==> config.mk <==
export PLATFORM = sky130hd
export DESIGN_NAME = fmad_sched
export DESIGN_NICKNAME = d
export VERILOG_FILES = /design/src/rtl/fmad_sched.sv
export SDC_FILE = /design/constraint.sdc
export NUM_CORES = 1
export LEC_CHECK = 0
export BUFFER_PORTS_ARGS = -buffer_cell sky130_fd_sc_hd__buf_2
export CORE_MARGIN = 2
export CORE_UTILIZATION = 40
export DETAILED_ROUTE_END_ITERATION = 10
export SLEW_MARGIN = 20
export SYNTH_ARGS = -nofsm -noshare
export SYNTH_HDL_FRONTEND = slang
export SYNTH_SLANG_ARGS = --single-unit
==> constraint.sdc <==
create_clock -name clk -period 2.3 [get_ports clk]
set_clock_uncertainty 0.2 [all_clocks]
set_input_delay 0.46 -clock clk [delete_from_list [all_inputs] [get_ports clk]]
set_output_delay 0.46 -clock clk [all_outputs]
set_load 0.03 [all_outputs]
==> src/rtl/fmad_sched.sv <==
// fmad_sched: FMA issue scheduler with writeback-slot reservation and a credit-controlled in-order result FIFO
module fmad_sched #(
    parameter int OBUF_DEPTH = 4,
    parameter int TAG_W      = 4,
    parameter int LAT_D      = 5,
    parameter int LAT_S      = 4
) (
    input  logic             clk,
    input  logic             reset,
    input  logic             req,
    input  logic [31:0]      req_command,
    input  logic [TAG_W-1:0] req_tag,
    output logic             req_rdy,
    output logic [3:0]       mul_en,
    output logic             asel_en,
    output logic             asft_en0,
    output logic [3:0]       asft_en1,
    output logic [1:0]       add1_en,
    output logic [1:0]       add2_en,
    output logic             rslt_vld,
    input  logic             rslt_rdy,
    output logic [TAG_W-1:0] rslt_tag,
    output logic             rslt_sp,
    output logic             rslt_ill,
    output logic             busy
);
    localparam int AW = $clog2(OBUF_DEPTH);
    localparam int CW = $clog2(OBUF_DEPTH + 1);
    typedef struct packed {
        logic [TAG_W-1:0] tag;
        logic             sp;
        logic             ill;
    } ent_t;
    logic is_d, is_s, acc, pop, wr;
    ent_t new_ent;
    logic [LAT_D-1:0] rsv_v_q, rsv_v_d;
    ent_t [LAT_D-1:0] rsv_e_q, rsv_e_d;
    logic [3:0] d_q, d_d;
    logic [2:0] s_q, s_d;
    ent_t [OBUF_DEPTH-1:0] mem_q;
    logic [AW-1:0] wp_q, wp_d, rp_q, rp_d;
    logic [CW-1:0] cnt_q, cnt_d, cred_q, cred_d;

    assign is_d = req_command == 32'd0;
    assign is_s = req_command == 32'd1;
    assign new_ent = '{tag: req_tag, sp: is_s, ill: !(is_d || is_s)};
    // An FMAD lands one slot past anything already reserved, so only FMAS/illegal can collide
    assign req_rdy = !reset && cred_q < CW'(OBUF_DEPTH) && (is_d || !rsv_v_q[LAT_S]);
    assign acc = req && req_rdy;
    assign wr = rsv_v_q[0];
    assign pop = rslt_vld && rslt_rdy;
    assign busy = cred_q != '0;
    assign rslt_vld = cnt_q != '0;
    assign {rslt_tag, rslt_sp, rslt_ill} = mem_q[rp_q];
    assign mul_en = {d_q[0] | s_q[0], d_q[0], d_q[0], d_q[0] | s_q[0]};
    assign asel_en = d_q[1] | s_q[1];
    assign asft_en0 = asel_en;
    assign asft_en1 = {d_q[2], d_q[2], d_q[2] | s_q[2], d_q[2] | s_q[2]};
    assign add1_en = {d_q[2], d_q[2] | s_q[2]};
    assign add2_en = {2{d_q[3]}};

    always_comb begin
        rsv_v_d = rsv_v_q >> 1;
        rsv_e_d = rsv_e_q >> $bits(ent_t);
        if (acc && is_d) begin
            rsv_v_d[LAT_D-1] = 1'b1;
            rsv_e_d[LAT_D-1] = new_ent;
        end
        if (acc && !is_d) begin
            rsv_v_d[LAT_S-1] = 1'b1;
            rsv_e_d[LAT_S-1] = new_ent;
        end
        d_d = {d_q[2:0], acc && is_d};
        s_d = {s_q[1:0], acc && is_s};
        wp_d = wp_q + AW'(wr);
        rp_d = rp_q + AW'(pop);
        cnt_d = cnt_q + CW'(wr) - CW'(pop);
        cred_d = cred_q + CW'(acc) - CW'(pop);
    end

    always_ff @(posedge clk) begin
        if (reset) begin
            rsv_v_q <= '0;
            rsv_e_q <= '0;
            d_q <= '0;
            s_q <= '0;
            wp_q <= '0;
            rp_q <= '0;
            cnt_q <= '0;
            cred_q <= '0;
        end else begin
            rsv_v_q <= rsv_v_d;
            rsv_e_q <= rsv_e_d;
            d_q <= d_d;
            s_q <= s_d;
            wp_q <= wp_d;
            rp_q <= rp_d;
            cnt_q <= cnt_d;
            cred_q <= cred_d;
        end
    end

    always_ff @(posedge clk) begin
        if (wr) mem_q[wp_q] <= rsv_e_q[0];
    end
endmodule

* Word level (Yosys, flattened, before mapping) *
Index checks and enable logic that the tools add are counted.

storage, ports and cells
  RAM bits = 0
  output and inout bits = 23
  register bits after elaboration = 76
  ROM bits = 0
  input port bits = 40
  logic and storage cells = 75
  memories kept = 0
  latch bits = 0

operators by class
  mux-type cells = 8
  reduce and logical (&&, ||, !) cells = 18
  add/subtract/negate cells = 6
  bitwise logic cells = 4
  eq/ne operators = 1
  divide/modulo/power cells = 0
  shift operators = 0
  magnitude comparators = 4
  multipliers = 0

operators by type and width
  kind                                                                                  number
  32-bit by 1-bit equality test with 1-bit output (second input constant)               1
  32-bit logical NOT                                                                    1
  24-bit bitwise mux                                                                    1
  6-bit 2-to-1 mux                                                                      3
  6-bit binary-select mux with 2-bit select                                             1
  6-bit demux with 2-bit select                                                         1
  1-bit logical AND                                                                     8
  3-bit by 1-bit adder with 3-bit output                                                2
  2-bit by 3-bit less-than comparator with 1-bit output (second input constant)         2
  3-bit nonzero test                                                                    2
  3-bit by 1-bit subtractor with 3-bit output                                           2
  2-bit by 1-bit adder with 2-bit output                                                2
  1-bit logical NOT                                                                     4
  3-bit less-than comparator (second input constant)                                    1
  1-bit bitwise OR                                                                      3
  2-bit by 1-bit greater-or-equal comparator with 1-bit output (second input constant)  1
  1-bit logical OR                                                                      2
  1-bit 2-to-1 mux                                                                      2
  2-bit OR reduction                                                                    1
  1-bit NOT                                                                             1

* Logic depth before layout (Yosys ltp) *
Gate-level depths: netlist of the first run.

  depth in word-level cells = 7
  mapped depth = 9
  depth with buffers taken out = 9

* Least setup slack after synthesis of the first run *
OpenSTA, ideal clock, no wires.

  path kind = flip-flop to flip-flop
  start = register cnt_q[1]
  end = register cred_q[2]
  buffers on the path = 0
  path slack = -0.298 ns
  data required time = 1.972 ns
  cell stages (with the launch flop) = 10
  arrival time = 2.271 ns
  cells stage by stage = dfxtp_1 -> or3_1 -> and2_1 -> ha_1 -> inv_1 -> ha_1 -> fa_1 -> xnor2_1 -> xnor2_1 -> nor2_1

on the way
  cells in the longest elaborated chain, start to end = 3

RTL lines
  element                                      line  text
  from (decl)                                  42    logic [CW-1:0] cnt_q, cnt_d, cred_q, cred_d;
  from (signal assigned)                       98    cnt_q <= cnt_d;
  3-bit nonzero test                           53    assign rslt_vld = cnt_q != '0;
  named net rslt_vld                           20    output logic rslt_vld,
  1-bit logical AND                            51    assign pop = rslt_vld && rslt_rdy;
  3-bit by 1-bit subtractor with 3-bit output  78    cred_d = cred_q + CW'(acc) - CW'(pop);
  to (signal assigned)                         99    cred_q <= cred_d;
  to (decl)                                    42

The timed path passes the listed nets, and every way through them passes these cells.
A chain may end at the register's enable or synchronous reset.

* Worst setup path after layout of the first run *
  start = register cnt_q[0]
  end = register cred_q[2]

on the way
  cells in the longest elaborated chain, start to end = 3

RTL lines
  element                                      line
  3-bit nonzero test                           53
  1-bit logical AND                            51
  3-bit by 1-bit subtractor with 3-bit output  78

Every way passes these cells.

==> results of run 1 <==
## cell usage in the layout (no fill, tap or decap), types with 2 or more instances in the layout
| master | instances |
|---|---|
| xnor2_2 | 2 |
| and2b_1 | 5 |
| buf_4 | 10 |
| and2_1 | 6 |
| nor4_4 | 4 |
| nor4_2 | 3 |
| nor3_1 | 2 |
| nor2_1 | 9 |
| ha_1 | 2 |
| edfxtp_1 | 24 |
| mux2i_1 | 12 |
| ha_4 | 3 |
| nand4_1 | 2 |
| or2_2 | 3 |
| clkinv_1 | 2 |
| clkbuf_8 | 9 |
| inv_1 | 6 |
| nand2_1 | 3 |
| conb_1 | 2 |
| inv_2 | 2 |
| buf_2 | 61 |
| mux4_2 | 6 |
| fa_2 | 2 |
| dfxtp_1 | 49 |
| xnor2_1 | 4 |
| nor2b_1 | 32 |
| a21oi_1 | 3 |
## routing by layer
layer  global-route usage [%]  part of all wire (%)  vias to the layer above
li1                         -                     -                      864
met2                     22.4                    52                       47
met1                     13.9                    42                      775
met3                     5.94                   5.6                        2
met4                     4.55                  0.74                        0
met5                        0                     0                        -
## worst max-delay path, stage by stage, from the launching register on
cell	delay, ns
dfxtp_2	0.32
or3_4	0.37
and2_4	0.17
ha_4	0.26
inv_2	0.03
ha_2	0.17
fa_2	0.35
xnor2_2	0.14
xnor2_1	0.14
nor2_1	0.05
## flip-flops by register name, indices dropped and copies added (netlist names)
| register | flops |
|---|---|
| s_q | 3 |
| rp_q | 2 |
| rsv_e_q | 12 |
| rsv_v_q | 4 |
| wp_q | 2 |
| cnt_q | 3 |
| cred_q | 3 |
| rsv_e_d | 18 |
| mem_q | 24 |
| d_q | 4 |
## Yosys cell counts, drive strengths merged
cell type,number,area [µm²]
conb,1,3.75
edfxtp,24,721
dfxtp,51,1020
and2b,5,37.5
and3,1,6.26
nor4b,1,23.8
xnor2,6,52.6
and2,7,43.8
fa,2,40.0
inv,8,30.0
mux4,6,135
and3b,1,8.76
clkbuf,3,11.3
o31ai,1,7.51
o21ai,1,5.00
nand4,2,12.5
nand2,4,22.5
ha,6,75.1
nor4,8,65.1
mux2i,12,120
nor2b,32,200
or3,2,12.5
buf,13,87.6
nor3,2,10.0
a21oi,3,15.0
nor3b,1,7.51
nor2,10,40.0
or2,3,18.8
## report_power, final
| part | switching (mW) | internal, mW | total, mW |
|---|---|---|---|
| clock network | 0.462 | 0.497 | 0.959 |
| logic | 0.439 | 0.457 | 0.896 |
| registers | 0.0755 | 1.45 | 1.52 |
## through the flow
stage / setup TNS, ns / setup WS (ns) / std cells
3_3_place_gp: -0.321 / -0.134 / 367
5_1_grt: -0.163 / -0.0837 / 385
3_5_place_dp: -0.415 / -0.173 / 367
4_1_cts: -0.128 / -0.0876 / 383
2_1_floorplan: -0.321 / -0.118 / 217
6_report: -0.0269 / -0.0228 / 385
## layout make-up
cell class	instances	area [µm²]
Clock buffer	9	124
Clock inverter	7	67.6
Fill cell	630	3250
Inverter	8	30.0
Multi-Input combinational cell	118	1100
Sequential cell	75	1750
Tap cell	96	120
Timing Repair Buffer	72	392
## logic make-up (layout without fill, tap and decap cells)
family	count (synthesis)	in the layout	share of synthesized area, %
AND/OR/NAND/NOR	79	79	18.0
flip-flops	75	75	61.5
multiplexers	18	18	9.01
buffers and inverters	24	96	4.55
AO/OA/AOI/OAI	5	5	0.971
XOR/XNOR	6	6	1.85
other	1	2	0.132
adder cells (fa/ha/maj)	8	8	4.06
## worst paths after layout
| check | from | end | slack (ns) | cells past startpoint |
|---|---|---|---|---|
| max | cnt_q[0] | cred_q[2] | -0.02 | 9 |
| min | req_tag[1] | rsv_e_q[27] | 0.16 | 2 |
| max reg2reg | cnt_q[0] | cred_q[2] | -0.02 | 9 |
| min reg2reg | rsv_e_d[11] | rsv_e_d[5] | 0.24 | 1 |
## what timing repair did
item / CTS / global route
buffers inserted: 0 / 2
cloned: 0 / 0
pin swaps: 4 / 5
resized for setup: 5 / 14
endpoints found under the setup margin: 8 / 6
==> flow_results.org, run 1 <==
** Logic synthesis
- Area of the mapped netlist :: 2830 µm²
- Counting every instance in the synthesized netlist gives 216.
- #FFs+latches synth :: 75
- Distinct cell type count after synthesis :: 33
- Synth Area per Inst :: 13.1 µm²
- For this run, the register share of the synthesized area comes to between 60% and 70%.
- Yosys printed 0 warnings.

** Cells and area
- In the final design database the tool counted 332 nets.
- Share of cells above drive strength 1 :: 41.5%
- Post-layout util :: 52.5%
- After routing the design area is between 3000 and 4000 µm².
- Relative to the synthesized area, the layout overhead comes to 26.4%.
- The repair_antennas step left the layout with diodes totalling 0.

** Critical path
- STA classifies the critical path endpoint as a flip-flop.
- Maximum fanout count along the critical path :: 3
- At the worst endpoint, the arrival time is around 2.3 ns.
- Launching element type of the critical path :: flip-flop
- The critical path in this run is classified as reg -> reg.
- For the worst setup path, the data required time is 2.31 ns.

** Drt
- After detailed routing, the number of remaining DRC violations is 0.
- In the final routed layout, each cell accounts on average for 11.6 µm.
- Dividing the detail-routed via count by the number of cells gives 4.38.
- Summing over every cut layer, the via total after detailed routing is 1688.
- In this run the remaining antenna-violating nets after routing total 0.
- The final layout contains routed wiring with a total length of 4.49 mm.
- For this run, the detailed router's first-pass iteration total came to 4.
- DRC violation total after the first TritonRoute iteration :: 55

** GRT
- Global routing used 12.9% of the available tracks across all layers.
- Global route total overflow :: 0
- The number of global-route vias before repair is 1638.
- The first global-routing pass estimated 7.45 mm of wire.
- The initial antenna violation count came to 0.
- Entering global routing, the biggest net connects 43 pins.

** Floorplan
- For this configuration, the core starts out at a cell density of about two fifths.
- Site row count :: 30
- Placeable core region :: 6830 µm²
- Horizontal extent of the die :: 88.2 µm
- From bottom edge to top edge, the die measures 88.2 µm.
- During I/O placement, the number of pins put on the boundary was 63.
- The die covers approximately 7800 µm².

** Timing
- Static timing analysis puts the maximum clock frequency at about 430 MHz.
- Number of failing hold endpoints at the final stage :: 0
- Crit share post-route :: 101%
- The number of slew-limit violations in the final report is 0.
- Slew Limit Headroom :: between 50% and 60%
- Setup violations remaining at the end of the flow were counted as 2.
- Hold WS :: 0.156 ns
- Min Tclk post-route :: about 2.3 ns
- PnR worst setup slack :: -0.0228 ns
- Actual transition at the worst max-transition pin :: 0.601 ns
- Setup repair after global routing could not meet its margin everywhere.

** CTS
- Largest buffer count on any clock path :: 2
- Hold buffer count at CTS :: 0
- Clock-pin slew reported for the worst setup and hold paths after clock tree synthesis :: 0.07 ns
- The clock drives 75 sinks.
- Clock latency on the worst-skew pair, taken at its later pin, is 0.33 ns.
- The H-tree was split into 3 levels.
- Cell chosen for the clock root :: clkbuf_8
- TritonCTS built the clock tree.
- CTS buffer count :: 9

** Placed design
- The placed instances occupy a cell area of 3290 µm².
- Count of port buffers added during placement :: 62
- The HPWL after detailed placement is 3.12 mm.
- Weighted congestion reported at the end of routability-driven placement :: 0.723

** Power
- Largest voltage drop on the vdd net :: 0.394 mV
- Power spread over the standard cell area amounts to about 940 nW/µm².
- Total power after layout :: about 3.4 mW
- Leakage dissipation :: approximately 1.5 nW

** Status
- The checks that failed: setup timing.
- The flow ran to the end, but the final reports show violations.

** Min path
- Worst min-delay path category :: in -> reg

** Flow run
- Max-cap check violation count :: 0
Note: power is estimated with default switching activity, not from simulation.
==> run 2, diff against run 1 <==
--- a/config.mk
+++ b/config.mk
@@ -6,9 +6,13 @@
 export NUM_CORES = 1
 export LEC_CHECK = 0
 export BUFFER_PORTS_ARGS = -buffer_cell sky130_fd_sc_hd__buf_2
+export CAP_MARGIN = 20
+export CELL_PAD_IN_SITES_DETAIL_PLACEMENT = 0
+export CELL_PAD_IN_SITES_GLOBAL_PLACEMENT = 2
 export CORE_MARGIN = 2
-export CORE_UTILIZATION = 40
+export CORE_UTILIZATION = 32
 export DETAILED_ROUTE_END_ITERATION = 10
+export PLACE_DENSITY_LB_ADDON = 0.1
 export SLEW_MARGIN = 20
 export SYNTH_ARGS = -nofsm -noshare
 export SYNTH_HDL_FRONTEND = slang
==> flow_results.org, run 2 (synthesis results as in run 1) <==
** Cells and area
- Final non-filler cell total :: 399
- Most flops, register :: mem_q
- The library cells used most frequently in the layout, excluding fill and tap cells, are buf_2 (60), dfxtp_1 (49), nor2b_1 (32), edfxtp_1 (24).
- Counting the fill cells in the layout gives 836.
- Share of cells above drive strength 1 :: 42.3%
- Signed area change from the synthesized netlist to the final layout :: 28.3%
- The repair_antennas step left the layout with diodes totalling 0.
- Number of nets in the layout :: 334
- The library cell used most frequently in the layout, excluding fill and tap cells, is buf_2.
- Summing all flip-flop and latch instances after layout gives 1740 µm².
- Total area of multi-input combinational cells :: 1090 µm²
- The register with the most flip-flops in the layout has 24 of them.

** Power
- For this design the static power due to leakage is ~1.5 nW.
- Net switching is 28.2% of the power.
- Total power after layout :: approximately 3.5 mW
- Internal Dissipation :: 2.52 mW
- In this run the power spent charging and discharging nets is about 1 mW.
- Sequential cells burn 43.3% of the power.
- Combinational logic is responsible for 25.2% of the overall power.
- Pwr Density :: between 900 and 1000 nW/µm²
- Largest voltage drop on the vdd net :: 0.355 mV
- Clk pwr share :: 31.5%

** GRT
- Global routing consumed, over all layers together, 10.1% of the routing resources.
- Antenna violations before repair :: 0
- Global-route wire length before repair :: 7.56 mm
- After global routing the overflow that remains totals 0.
- Entering global routing, the biggest net connects between 40 and 50 pins.
- The number of global-route vias before repair is ~1700.

** Critical path
- Launching element type of the critical path :: flip-flop
- Data arrives at the worst endpoint at 2.36 ns.
- STA classifies the critical path endpoint as a flip-flop.
- The worst setup path is of the reg -> reg kind.
- Top cell by count, worst path :: xnor2_1
- Crit path max-delay cell type :: or3_4
- The largest single stage delay on the critical path is 0.38 ns.
- Of all nets on the critical path, the largest fanout is 3.
- At the worst endpoint, the required time is 2.31 ns.
- The critical path goes through or3_4, and2_4, ha_1, inv_1, ha_2, fa_2, xnor2_1, xnor2_1, nor2_1.

** Placed design
- Buffers placed on the I/O ports in this run total 62.
- Weighted congestion reported at the end of routability-driven placement :: 0.644
- Worst-case setup slack after placement :: -0.239 ns
- HPWL reported at the end of detailed placement :: 3.40 mm
- Once placement completed, the tool counted placed cells totaling 380.

** Timing
- Setup violations remaining at the end of the flow were counted as 2.
- Setup repair after global routing could not meet its margin everywhere.
- Hold WS :: between 0.1 and 0.15 ns
- Counting I/O delays and the setup requirement, the final critical path takes 2.36 ns.
- For the final routed database, the setup TNS stands at -0.0593 ns.
- Slew Limit Fails :: 0
- Number of failing hold endpoints at the final stage :: 0
- Of the available clock period, the critical path in the final layout requires 102%.
- Headroom to the max-slew limit came out at 64.6%.
- Achievable clock frequency :: 424 MHz
- At the pin with the least slew margin, the transition time is 0.529 ns.
- PnR worst setup slack :: -0.0562 ns

** Drt
- In this run, the number of DRC markers left after iteration 0 of detailed routing was 28.
- The count of nets left with antenna violations once routing finished came out at 0.
- In the final routed layout, each cell accounts on average for about 12 µm.
- The first detailed-routing pass ran for 4 iterations.
- For this block, the via count after detailed routing is 1693.
- Vias per inst :: 4.24
- The final layout contains routed wiring with a total length of 4.59 mm.
- For this run, design rule violations remaining after detail routing come to 0.

** CTS
- Buffers inserted during clock tree synthesis total 9.
- Largest buffer count on any clock path :: 2
- Clock-pin slew reported for the worst setup and hold paths after clock tree synthesis :: 0.08 ns
- The clock drives 75 sinks.
- The H-tree was split into 3 levels.
- For the worst-skew pair, the clock arrives at the later sink with an insertion delay of 0.34 ns.
- The cell sitting at the root of the clock tree is a clkbuf_8.
- Hold buffer count at CTS :: 0
- TritonCTS built the clock tree.

** Floorplan
- In this run the count of I/O pins placed on the die edge is 63.
- Site row count :: 34
- The floorplan step defined a core boundary enclosing 8640 µm².
- The die is 98.1 µm wide.
- Effective utilization at floorplan :: 32.8%
- Height of the die :: between 90 and 100 µm
- DIE AREA :: 9620 µm²

** Flow run
- Max-cap check violation count :: 0

** Status
- The run finished, with violations left.
- Violated checks :: setup timing

** Min path
- In this run the worst hold path is classified as in -> reg.
run 2: layer usage:
| metal | GRT usage (%) | vias up | wire (µm) |
|---|---|---|---|
| met5 | 0 | - | 0 |
| met4 | 5.77 | 0 | 107 |
| met3 | 2.65 | 9 | 255 |
| met2 | 17.1 | 58 | 2280 |
| met1 | 11.4 | 758 | 1950 |
| li1 | - | 868 | - |
run 2: worst paths after layout:
path	cells past startpoint	from	slack, ns	to
worst max-delay path	9	cnt_q[0]	-0.06	cred_q[2]
worst min-delay path	2	req_tag[3]	0.15	rsv_e_q[29]
worst max register to register	9	cnt_q[0]	-0.06	cred_q[2]
worst min register to register	1	rsv_v_q[1]	0.23	rsv_v_q[0]
run 2: power groups by stage:
stage / Sequential, mW / Clock (mW) / Combinational [mW]
finish: 1.52 / 1.10 / 0.883
global route: 1.54 / 1.20 / 0.966
CTS: 1.52 / 1.15 / 0.884
detailed placement: 1.55 / 0 / 0.806
global placement: 1.55 / 0 / 0.800
floorplan: 1.51 / 0 / 0.626
run 2: cell type report:
cell class              count  share of cell area, %
flip-flops and latches     75                   48.0
multi-input cells         118                   30.0
repair buffers             74                   11.4
well taps                 108                   3.72
clock buffers               9                   3.41
clock inverters             7                   2.72
inverters                   8                  0.826
run 2: through the flow:
step                      utilization [%]  cell area, µm²
after floorplan                         -            2900
after global placement               38.4            3310
after detailed placement             38.4            3310
after CTS                            41.7            3600
after global routing                 42.1            3640
final                                42.1            3640
run 2: what timing repair did:
item / 4_1_cts / 5_1_grt
pin swaps: 5 / 9
endpoints found under the setup margin: 9 / 3
buffers inserted: 2 / 1
resized for setup: 11 / 6
run 2: critical path, delay by kind of cell, from the launching register on:
kind,cells,cell delay (ns)
adder cells (fa/ha/maj),3,0.79
AND/OR/NAND/NOR,3,0.60
flip-flops,1,0.32
XOR/XNOR,2,0.30
buffers and inverters,1,0.04
